$ cat src/rtl/dmem_pkg.sv
// Shared encodings for the MEM-stage data memory access controller:
// access sizes, controller states and load-extension codes.
package dmem_pkg;

  localparam logic [1:0] SZ_WORD = 2'd0;
  localparam logic [1:0] SZ_HALF = 2'd1;
  localparam logic [1:0] SZ_BYTE = 2'd2;

  typedef enum logic [1:0] {
    S_IDLE = 2'd0,
    S_BUSY = 2'd1,
    S_RESP = 2'd2
  } state_t;

  typedef enum logic [2:0] {
    EXT_NONE   = 3'd0,
    EXT_HALF_Z = 3'd1,
    EXT_HALF_S = 3'd2,
    EXT_BYTE_Z = 3'd3,
    EXT_BYTE_S = 3'd4
  } ext_t;

  function automatic ext_t ext_code(input logic [1:0] size, input logic sgn);
    case (size)
      SZ_HALF: return sgn ? EXT_HALF_S : EXT_HALF_Z;
      SZ_BYTE: return sgn ? EXT_BYTE_S : EXT_BYTE_Z;
      default: return EXT_NONE;
    endcase
  endfunction

  // Reserved size 3 must already be folded to word by the caller.
  function automatic logic is_misaligned(input logic [1:0] size, input logic [1:0] addr_lo);
    case (size)
      SZ_HALF: return addr_lo[0];
      SZ_BYTE: return 1'b0;
      default: return |addr_lo;
    endcase
  endfunction

endpackage

$ cat src/rtl/dmem_lane_ext.sv
// Selects the addressed byte/halfword lane of a read word and
// zero- or sign-extends it to 32 bits.
module dmem_lane_ext
  import dmem_pkg::*;
(
  input  logic [1:0]  size,
  input  logic        sgn,
  input  logic [1:0]  addr_lo,
  input  logic [31:0] word,
  output logic [31:0] ext
);

  logic [15:0] lane_h;
  logic [7:0]  lane_b;

  always_comb begin
    lane_h = addr_lo[1] ? word[31:16] : word[15:0];
    lane_b = 8'(word >> {addr_lo, 3'b000});
    case (ext_code(size, sgn))
      EXT_HALF_Z: ext = {16'h0000, lane_h};
      EXT_HALF_S: ext = {{16{lane_h[15]}}, lane_h};
      EXT_BYTE_Z: ext = {24'h000000, lane_b};
      EXT_BYTE_S: ext = {{24{lane_b[7]}}, lane_b};
      default:    ext = word;
    endcase
  end

endmodule

$ cat src/rtl/dmem_access_ctrl.sv
// MEM-stage load/store sequencer for a variable-latency word-wide data
// memory: stalls the pipeline, shapes lanes, and reports misalign/timeouts.
module dmem_access_ctrl
  import dmem_pkg::*;
#(
  parameter int TIMEOUT_CYCLES = 255,
  parameter int CNT_W          = 8
) (
  input  logic        clk,
  input  logic        rst_n,
  input  logic        req_valid,
  input  logic        req_we,
  input  logic [1:0]  req_size,
  input  logic        req_signed,
  input  logic [31:0] req_addr,
  input  logic [31:0] req_wdata,
  output logic        stall,
  output logic        resp_valid,
  output logic [31:0] resp_rdata,
  output logic        misalign,
  output logic        bus_err,
  output logic        mem_req,
  output logic        mem_we,
  output logic [31:0] mem_addr,
  output logic [3:0]  mem_be,
  output logic [31:0] mem_wdata,
  input  logic        mem_ready,
  input  logic [31:0] mem_rdata
);

  localparam logic [CNT_W-1:0] TO_LAST = CNT_W'(TIMEOUT_CYCLES - 1);

  state_t            state;
  logic              we_q;
  logic              sgn_q;
  logic [1:0]        size_q;
  logic [1:0]        off_q;
  logic [31:0]       addr_q;
  logic [3:0]        be_q;
  logic [31:0]       wdata_q;
  logic [31:0]       rdata_q;
  logic              err_q;
  logic [CNT_W-1:0]  cnt;

  logic [1:0]  size_eff;
  logic        req_mis;
  logic        accept;
  logic [3:0]  be_next;
  logic [31:0] wdata_next;
  logic [31:0] ext_rdata;

  always_comb begin
    size_eff = (req_size == 2'd3) ? SZ_WORD : req_size;
    req_mis  = is_misaligned(size_eff, req_addr[1:0]);
    accept   = (state == S_IDLE) && req_valid && !req_mis;
    case (size_eff)
      SZ_HALF: begin
        be_next    = req_addr[1] ? 4'b1100 : 4'b0011;
        wdata_next = {2{req_wdata[15:0]}};
      end
      SZ_BYTE: begin
        be_next    = 4'b0001 << req_addr[1:0];
        wdata_next = {4{req_wdata[7:0]}};
      end
      default: begin
        be_next    = 4'b1111;
        wdata_next = req_wdata;
      end
    endcase
  end

  dmem_lane_ext u_lane_ext (
    .size    (size_q),
    .sgn     (sgn_q),
    .addr_lo (off_q),
    .word    (mem_rdata),
    .ext     (ext_rdata)
  );

  // Memory-side fields come only from registers, so they are stable for the
  // whole BUSY window and read as zero out of reset.
  always_comb begin
    stall      = accept || (state == S_BUSY);
    misalign   = (state == S_IDLE) && req_valid && req_mis;
    mem_req    = (state == S_BUSY);
    mem_we     = mem_req && we_q;
    mem_addr   = {addr_q[31:2], 2'b00};
    mem_be     = be_q;
    mem_wdata  = wdata_q;
    resp_valid = (state == S_RESP);
    bus_err    = resp_valid && err_q;
    resp_rdata = rdata_q;
  end

  always_ff @(posedge clk or negedge rst_n) begin
    if (!rst_n) begin
      state   <= S_IDLE;
      we_q    <= 1'b0;
      sgn_q   <= 1'b0;
      size_q  <= SZ_WORD;
      off_q   <= 2'b00;
      addr_q  <= 32'h0;
      be_q    <= 4'h0;
      wdata_q <= 32'h0;
      rdata_q <= 32'h0;
      err_q   <= 1'b0;
      cnt     <= '0;
    end else begin
      case (state)
        S_IDLE: begin
          if (accept) begin
            state   <= S_BUSY;
            we_q    <= req_we;
            sgn_q   <= req_signed;
            size_q  <= size_eff;
            off_q   <= req_addr[1:0];
            addr_q  <= req_addr;
            be_q    <= be_next;
            wdata_q <= wdata_next;
            err_q   <= 1'b0;
            cnt     <= '0;
          end
        end
        S_BUSY: begin
          // A ready in the timeout cycle still completes the access cleanly.
          if (mem_ready) begin
            state   <= S_RESP;
            rdata_q <= we_q ? 32'h0 : ext_rdata;
            err_q   <= 1'b0;
            cnt     <= '0;
          end else if (cnt == TO_LAST) begin
            state   <= S_RESP;
            rdata_q <= 32'h0;
            err_q   <= 1'b1;
            cnt     <= '0;
          end else begin
            cnt <= cnt + 1'b1;
          end
        end
        S_RESP: state <= S_IDLE;
        default: state <= S_IDLE;
      endcase
    end
  end

endmodule

$ cat config.mk
export PLATFORM = sky130hd
export DESIGN_NAME = dmem_access_ctrl
export DESIGN_NICKNAME = d
export VERILOG_FILES = /design/src/rtl/dmem_pkg.sv /design/src/rtl/dmem_lane_ext.sv /design/src/rtl/dmem_access_ctrl.sv
export SDC_FILE = /design/constraint.sdc
export NUM_CORES = 1
export LEC_CHECK = 0
export CELL_PAD_IN_SITES_DETAIL_PLACEMENT = 1
export CELL_PAD_IN_SITES_GLOBAL_PLACEMENT = 1
export CORE_UTILIZATION = 37
export DETAILED_ROUTE_END_ITERATION = 8
export PLACE_DENSITY = 0.95
export SETUP_SLACK_MARGIN = 0.1
export SLEW_MARGIN = 10
export SYNTH_ARGS = -nofsm -noshare
export SYNTH_HDL_FRONTEND = slang
export SYNTH_SLANG_ARGS = --single-unit
export TNS_END_PERCENT = 5
$ cat constraint.sdc
create_clock -name clk -period 3.21 [get_ports clk]
set_clock_uncertainty 0.2 [all_clocks]
set_input_delay 0.642 -clock clk [delete_from_list [all_inputs] [get_ports clk]]
set_output_delay 0.642 -clock clk [all_outputs]
set_load 0.01 [all_outputs]
* Yosys cells after proc, flatten, opt, wreduce, memory -nomap -nowiden *
Index checks and enable logic that the tools add are counted.

cells by class
  eq/ne operators = 14
  mux-type cells = 25
  shift-type cells = 2
  reduce and logical (&&, ||, !) cells = 16
  add/subtract/negate cells = 1

operator list
  operator             number
  $pmux 32 s4          1
  $mux 32              3
  $pmux 32 s2          1
  $shr 32x5->8         1
  $mux 8               3
  $mux 16              1
  $pmux 8 s2           1
  $mux 2               5
  $add 8x1->8 const B  1
  $eq 2x2->1 const B   4
  $eq 8x8->1 const B   1
  $pmux 4 s2           1
  $reduce_and 2->1     4
  $eq 2x1->1 const B   3
  $eq 3x2->1 const B   2
  $pmux 3 s2           1
  $logic_and 1x1->1    5
  $mux 4               1
  $pmux 1 s2           2
  $pmux 2 s2           1
  $reduce_bool 2->1    2
  $shl 1x2->4 const A  1
  $eq 3x1->1 const B   1
  $eq 3x3->1 const B   1
  other kinds (9)      11

word-level totals
  output and inout port bits = 106
  logic and storage cells = 69
  flip-flop bits (word level) = 117
  bits of input ports = 104

* Depth between registers and ports, before layout *
Gate-level depths: netlist (run 1).

  depth after elaboration = 8
  gate-level depth with buffers = 8

* Hierarchy *
From an unflattened synthesis (run 1), not the netlist that was laid out.

unflattened totals
  cell total of the unflattened synthesis = 536
  area, all modules = 5781.8 um^2

by module, submodules not included
  module            cells an instance  instances  area an instance (um^2)
  dmem_access_ctrl  416                1          5041.1
  dmem_lane_ext     120                1          740.7

* Worst setup path after synthesis (run 1) *
No wires, ideal clock.

  path type = input -> output
  start point = input req_size[0]
  end point = output stall
  cell stages on the path = 5
  path buffers = 0
  path slack = 0.718 ns
  data arrival time = 1.650 ns
  required time = 2.368 ns
  cells stage by stage = inv_1 > ha_1 > o21ai_1 > a41oi_1 > inv_1

between the ends
  cells in the longest elaborated chain, start to end = 7

RTL lines
  element                                          RTL line                source
  start, declared                                  dmem_access_ctrl.sv:13  input logic [1:0] req_size,
  $eq 2x2->1                                       dmem_access_ctrl.sv:53  size_eff = (req_size == 2'd3) ? SZ_WORD : req_size;
  $mux 2 *                                         dmem_access_ctrl.sv:53
  $eq 2x2->1 / $eq 2x1->1 (equally long branches)  dmem_pkg.sv:33          case (size)
  $pmux 1 s2 *                                     dmem_pkg.sv:33
  $logic_not 1->1 *                                dmem_access_ctrl.sv:55  accept = (state == S_IDLE) && req_valid && !req_mis;
  $logic_and 1x1->1 *                              dmem_access_ctrl.sv:55
  $logic_or 1x1->1 *                               dmem_access_ctrl.sv:83  stall = accept || (state == S_BUSY);
  end, declared                                    dmem_access_ctrl.sv:17  output logic stall,

Mark *: on every way between the ends. The rest lies on a longest branch, timed or not.

* Worst setup path in the final report (run 1) *
Same ends and word-level chain as after synthesis.

==> flow_summary.json, run 1 <==
{
  "fillers": 1560,
  "worst_setup_path_start_kind": "primary input",
  "finalSetupViolations": 0,
  "path_max_fanout": 2,
  "worstSkewPairLatency_ns": 0.41,
  "leakagePower_uw": 0.00360,
  "rsz0062_at_grt": "false",
  "drt-total-wl_um": 18100,
  "synth_cells": 505,
  "cp_num_buf_inv": 4,
  "worstMarginPinSlew_ns": 0.740,
  "grt_max_degree": 61,
  "antenna_cells": 0,
  "cts_buffers": 17,
  "fin_crit_ns": 2.99,
  "first_pass_iters": 4,
  "antenna_found_initial": 0,
  "relSlewSlack": 0.507,
  "fp.dieH_um": 126,
  "yosysSeqAreaShare": 0.502,
  "cts_buffer_depth": 2,
  "grt_pass1_wl_um": 28500,
  "grt.overflow.total": 0,
  "crit_type": "in -> out",
  "synth_top_area_share": 0.502,
  "synthTopCellsByArea": "dfrtp_1 50%, mux2_2 8.3%, buf_4 4.5%",
  "hp-class": "in -> async",
  "slew_violations": 0,
  "crit_family": "buffers and inverters",
  "synth_most_common_cell": "dfrtp_1",
  "wl_per_cell_um": 20.4,
  "cts_tree": "built",
  "num_io_pins": 210,
  "fin_util": 0.557,
  "maxClockFrequency_mhz": 334,
  "die_x_um": 126,
  "r2r_cells": 7,
  "cp.arrival_ns": 2.15,
  "floorplan.rows": 45,
  "cts.sinks": 115,
  "grt_pass1_vias": 5225,
  "synth-seq-cells": 115,
  "slowest_stage": "clkdlybuf4s50_1",
  "timing.final.crit_share": 0.932,
  "crit_chain": "clkdlybuf4s50_1 > inv_1 > ha_1 > o21ai_2 > a41oi_2 > inv_1 > dlygate4sd2_1",
  "status": "finished clean",
  "clockRootBuffer": "clkbuf_16",
  "drive_above_1_share": 0.166,
  "crit_path_max_incr_delay_ns": 0.49,
  "yosys.area.top_type": "dfrtp_1",
  "finalHoldViolCount": 0,
  "p_per_area_nw_per_um2": 870,
  "dp.final_hpwl_um": 13200,
  "drc": 0,
  "ys.flop_type": "dfrtp_1",
  "ir_drop_uv": 387,
  "drtIter0Drc": 187,
  "start_util": 0.378,
  "crit_path_end_kind": "output pin",
  "cp.required_ns": 2.37,
  "synth_area_um2": 5730,
  "synth_cell_type_count": 52,
  "cts_hold_buf": 0,
  "max_cap_violations": 0,
  "path_depth": 7,
  "die_area_um2": 16000,
  "dr_total_vias": 4798,
  "viasPerCell": 5.42,
  "async_flop_share": 1.00,
  "synth_edf_count": 0,
  "antenna_left": 0,
  "htreeDepth": 4,
  "yosys_warnings": 0,
  "io_buffers": 207,
  "final_nets": 796,
  "coreArea_um2": 15100,
  "grt_use_total": 0.234,
  "syn_area_per_cell_um2": 11.3,
  "area_growth_pct": 47.3,
  "crit_top_cell": "inv_1",
  "path_clk_slew_ns": 0.06,
  "ys_top_cells_by_count": "115 x dfrtp_1, 44 x nand2_1, 42 x mux2_2",
  "tns_ns": 0,
  "globalplace.congestion": 0.813
}
## cells by family after synthesis
| family | synth area share |
|---|---|
| adders and majority gates | 0.0153 |
| AOI/OAI and AO/OA | 0.197 |
| buffers and inverters | 0.0766 |
| and+or+nand+nor | 0.0928 |
| muxes | 0.114 |
| other | 0.000654 |
| xor gates and xnor gates | 0.00153 |
| DFF | 0.502 |
## per-stage QoR
step / setup slack [ns] / cell area [um^2] / power, uW / hold WS [ns] / cells
after floorplan: 0.718 / 5740 / 3900 / 0.146 / 506
after global placement: 0.00584 / 7800 / 5160 / 0.259 / 854
after detailed placement: -0.0479 / 7800 / 5330 / 0.270 / 854
after CTS: 0.190 / 8440 / 7420 / 0.0976 / 886
after global routing: 0.120 / 8440 / 7720 / 0.128 / 886
final: 0.218 / 8440 / 7340 / 0.0883 / 886
## sequential cells by signal (all words and copies together) (netlist names)
signal	flops
addr_q	31
err_q	1
we_q	1
off_q	1
sgn_q	1
state	2
cnt	8
resp_rdata	32
mem_be	4
size_q	2
mem_wdata	32
## cell usage in the layout, fill, tap and decap left out, types with 3 or more instances in the layout
| master | count |
|---|---|
| a21o_1 | 3 |
| a21oi_1 | 5 |
| a221oi_1 | 8 |
| a22oi_1 | 8 |
| buf_12 | 3 |
| buf_4 | 13 |
| bufinv_16 | 4 |
| clkbuf_16 | 17 |
| clkbuf_8 | 4 |
| clkdlybuf4s50_1 | 204 |
| clkinv_2 | 3 |
| dfrtp_1 | 115 |
| ha_1 | 7 |
| inv_1 | 11 |
| mux2_2 | 42 |
| mux2i_1 | 16 |
| nand2_1 | 44 |
| nand3_1 | 4 |
| nor2_1 | 26 |
| nor2b_1 | 18 |
| o211a_1 | 8 |
| o21ai_0 | 37 |
| o221a_2 | 8 |
| o2bb2ai_1 | 21 |
| o2bb2ai_2 | 10 |
| o31ai_1 | 16 |
## worst register-to-register path, cell delays in order, from the launching register on
cell and delay [ns]:
dfrtp_1 0.40, inv_1 0.07, ha_1 0.25, a21boi_0 0.50, a21o_2 0.47, buf_4 0.34
o211a_1 0.19, o2bb2ai_1 0.06
## final timing paths
| kind | start | to | slack (ns) |
|---|---|---|---|
| worst max register to register | size_q[0]$_DFFE_PN0P_ | resp_rdata[10]$_DFFE_PN0P_ | 0.62 |
| worst min register to register | mem_be[1]$_DFFE_PN0P_ | mem_be[1]$_DFFE_PN0P_ | 0.28 |
| worst min-delay path | rst_n | resp_rdata[30]$_DFFE_PN0P_ | 0.09 |
| worst max-delay path | req_size[0] | stall | 0.22 |
| min in group clk | mem_be[1]$_DFFE_PN0P_ | mem_be[1]$_DFFE_PN0P_ | 0.28 |
| max in group asynchronous | rst_n | mem_wdata[26]$_DFFE_PN0P_ | 1.99 |
## where the power goes
part,total (uW),switching [uW],internal (uW)
clock network,2040,662,1380
registers,2400,387,2010
logic,2910,1260,1650
total,7340,2310,5030
## per-layer routing
metal / vias to the layer above / GRT usage / routed length, um
met5: - / 0 / 0
met1: 2408 / 0.261 / 6990
met4: 0 / 0.0957 / 469
li1: 2170 / - / -
met2: 184 / 0.416 / 9410
met3: 36 / 0.0704 / 1210
## final cells by class
class / count / area (um^2) / area share
timing repair buffer: 222 / 2220 / 0.263
inverter: 11 / 41.3 / 0.00489
tap: 188 / 235 / 0.0279
multi-input combinational: 318 / 2430 / 0.288
clock buffer: 23 / 488 / 0.0578
sequential: 115 / 2880 / 0.341
clock inverter: 9 / 150 / 0.0178
## repair_timing
item / 4_1_cts / 5_1_grt
buffers inserted: 0 / 0
setup endpoints to repair: 2 / 1
resized for setup: 3 / 1
No activity file was read; power rests on OpenSTA's default activity.
==> run 2: changes to the inputs <==
CORE_MARGIN = 4   (was default)
PLACE_DENSITY = 0.88   (was 0.95)
==> run 2 against run 1 <==
  * Non-clock buffer count is 1 higher
  * Global-route usage down 1.5 points
  * Cell count rose by 0.11%
  * Hold slack better by 0.19 ns
  * Register-to-register slack better by 0.10 ns
  * Total power grew 1.2%
  * Combinational power barely moved
  * Utilization about the same
  * Sequential share of layout area is 0.10 points lower
  * Critical endpoint unchanged
==> flow_summary.json, run 2 (same netlist as run 1, synthesis figures left out) <==
{
  "final_common_cell": "clkdlybuf4s50_1",
  "antenna_cells": 0,
  "finalSetupViolations": 0,
  "status": "finished clean",
  "dp.final_hpwl_um": 14200,
  "tns_ns": 0,
  "worstMarginPinSlew_ns": 0.726,
  "dr_total_vias": 4825,
  "clockRootBuffer": "clkbuf_16",
  "cp.required_ns": 2.37,
  "relSlewSlack": 0.516,
  "cts_buffer_depth": 2,
  "crit_path_end_kind": "output pin",
  "coreArea_um2": 15200,
  "cts_setup_buffers": 0,
  "timing.final.crit_share": 0.959,
  "crit_type": "in -> out",
  "p_per_area_nw_per_um2": 877,
  "antenna_left": 0,
  "start_util": 0.377,
  "fin_area_um2": 8470,
  "viasPerCell": 5.44,
  "fin_crit_ns": 3.08,
  "reg2reg_slack_ns": 0.72,
  "antenna_found_initial": 0,
  "cp.arrival_ns": 2.24,
  "final_nets": 797,
  "hp-class": "reg -> reg",
  "drt-total-wl_um": 18800,
  "finalHoldViolCount": 0,
  "io_buffers": 207,
  "worstSkewPairLatency_ns": 0.41,
  "cts_tree": "built",
  "drc": 0,
  "drtIter0Drc": 172,
  "slew_violations": 0,
  "die_area_um2": 17500,
  "fp.dieH_um": 132,
  "dpl_cell_area_um2": 7780,
  "grt_pass1_wl_um": 30300,
  "fin_util": 0.557,
  "wl_per_cell_um": 21.2,
  "grt.overflow.total": 0,
  "cts_buffers": 17,
  "area_growth_pct": 47.7,
  "path_max_fanout": 3,
  "maxClockFrequency_mhz": 325,
  "grt_use_total": 0.219,
  "path_clk_slew_ns": 0.06,
  "grt_max_degree": 94,
  "max_cap_violations": 0,
  "leakagePower_uw": 0.00362,
  "num_io_pins": 210,
  "drive_above_1_share": 0.166,
  "cts.sinks": 115,
  "fillers": 1574,
  "first_pass_iters": 4,
  "globalplace.congestion": 0.856,
  "floorplan.rows": 45,
  "layout_common_cells": "204 x clkdlybuf4s50_1, 115 x dfrtp_1, 44 x nand2_1, 42 x mux2_2, 37 x o21ai_0",
  "grt_pass1_vias": 5445,
  "rsz0062_at_grt": "true",
  "htreeDepth": 4,
  "die_x_um": 132,
  "worst_setup_path_start_kind": "primary input",
  "ir_drop_uv": 487
}
[run 2: cell count changes in the layout (fill, tap and decap cells not counted), sizes merged]
cell and delta:
clkbuf -2, inv +1, dlygate4sd2 -1, clkinv -1
clkinvlp +1, dlymetal6s2s +1, dlygate4sd3 +1, bufinv +1
[run 2: final cells by class]
cell class,count,area (um^2),share of cell area
multi-input combinational,318,2430,0.286
inverter,11,41.3,0.00488
timing repair buffer,223,2220,0.262
sequential,115,2880,0.340
clock inverter,11,199,0.0235
tap,188,235,0.0278
clock buffer,21,470,0.0556
[run 2: per-stage QoR]
stage	setup slack, ns	std cells	hold WS (ns)	power, uW
finish	0.132	887	0.278	7430
CTS	0.0266	887	0.285	7520
floorplan	0.718	506	0.146	3900
global placement	-0.118	854	0.263	5190
global route	0.0184	887	0.313	7850
detailed placement	-0.149	854	0.275	5340
[run 2: final timing paths]
kind	startpoint	endpoint	cells past startpoint
max	req_size[0]	stall	7
min	mem_wdata[10]$_DFFE_PN0P_	mem_wdata[10]$_DFFE_PN0P_	2
max reg2reg	size_q[0]$_DFFE_PN0P_	resp_rdata[5]$_DFFE_PN0P_	7
min reg2reg	mem_wdata[10]$_DFFE_PN0P_	mem_wdata[10]$_DFFE_PN0P_	2
max in group asynchronous	rst_n	resp_rdata[18]$_DFFE_PN0P_	3
min in group asynchronous	rst_n	resp_rdata[26]$_DFFE_PN0P_	2
[run 2: power breakdown]
group | total (uW) | switching [uW] | internal, uW
clock network | 2120 | 676 | 1440
registers | 2390 | 387 | 2010
logic | 2920 | 1280 | 1640
[run 2: routing by layer]
layer	up-vias	track usage	routed length, um
li1	2168	-	-
met2	213	0.368	9350
met1	2410	0.249	7370
met3	34	0.0787	1500
met5	-	0	0
met4	0	0.100	620
[run 2: timing repair]
item,in CTS,in global routing
resized for setup,2,1
hold endpoints to repair,26,0
hold buffers,1,0
endpoints found under the setup margin,2,2
[run 2: worst max-delay path, stage by stage]
cell and delay, ns:
clkdlybuf4s50_1 0.48, inv_1 0.05, ha_1 0.31, o21ai_2 0.08
a41oi_1 0.26, inv_1 0.11, dlygate4sd2_1 0.30
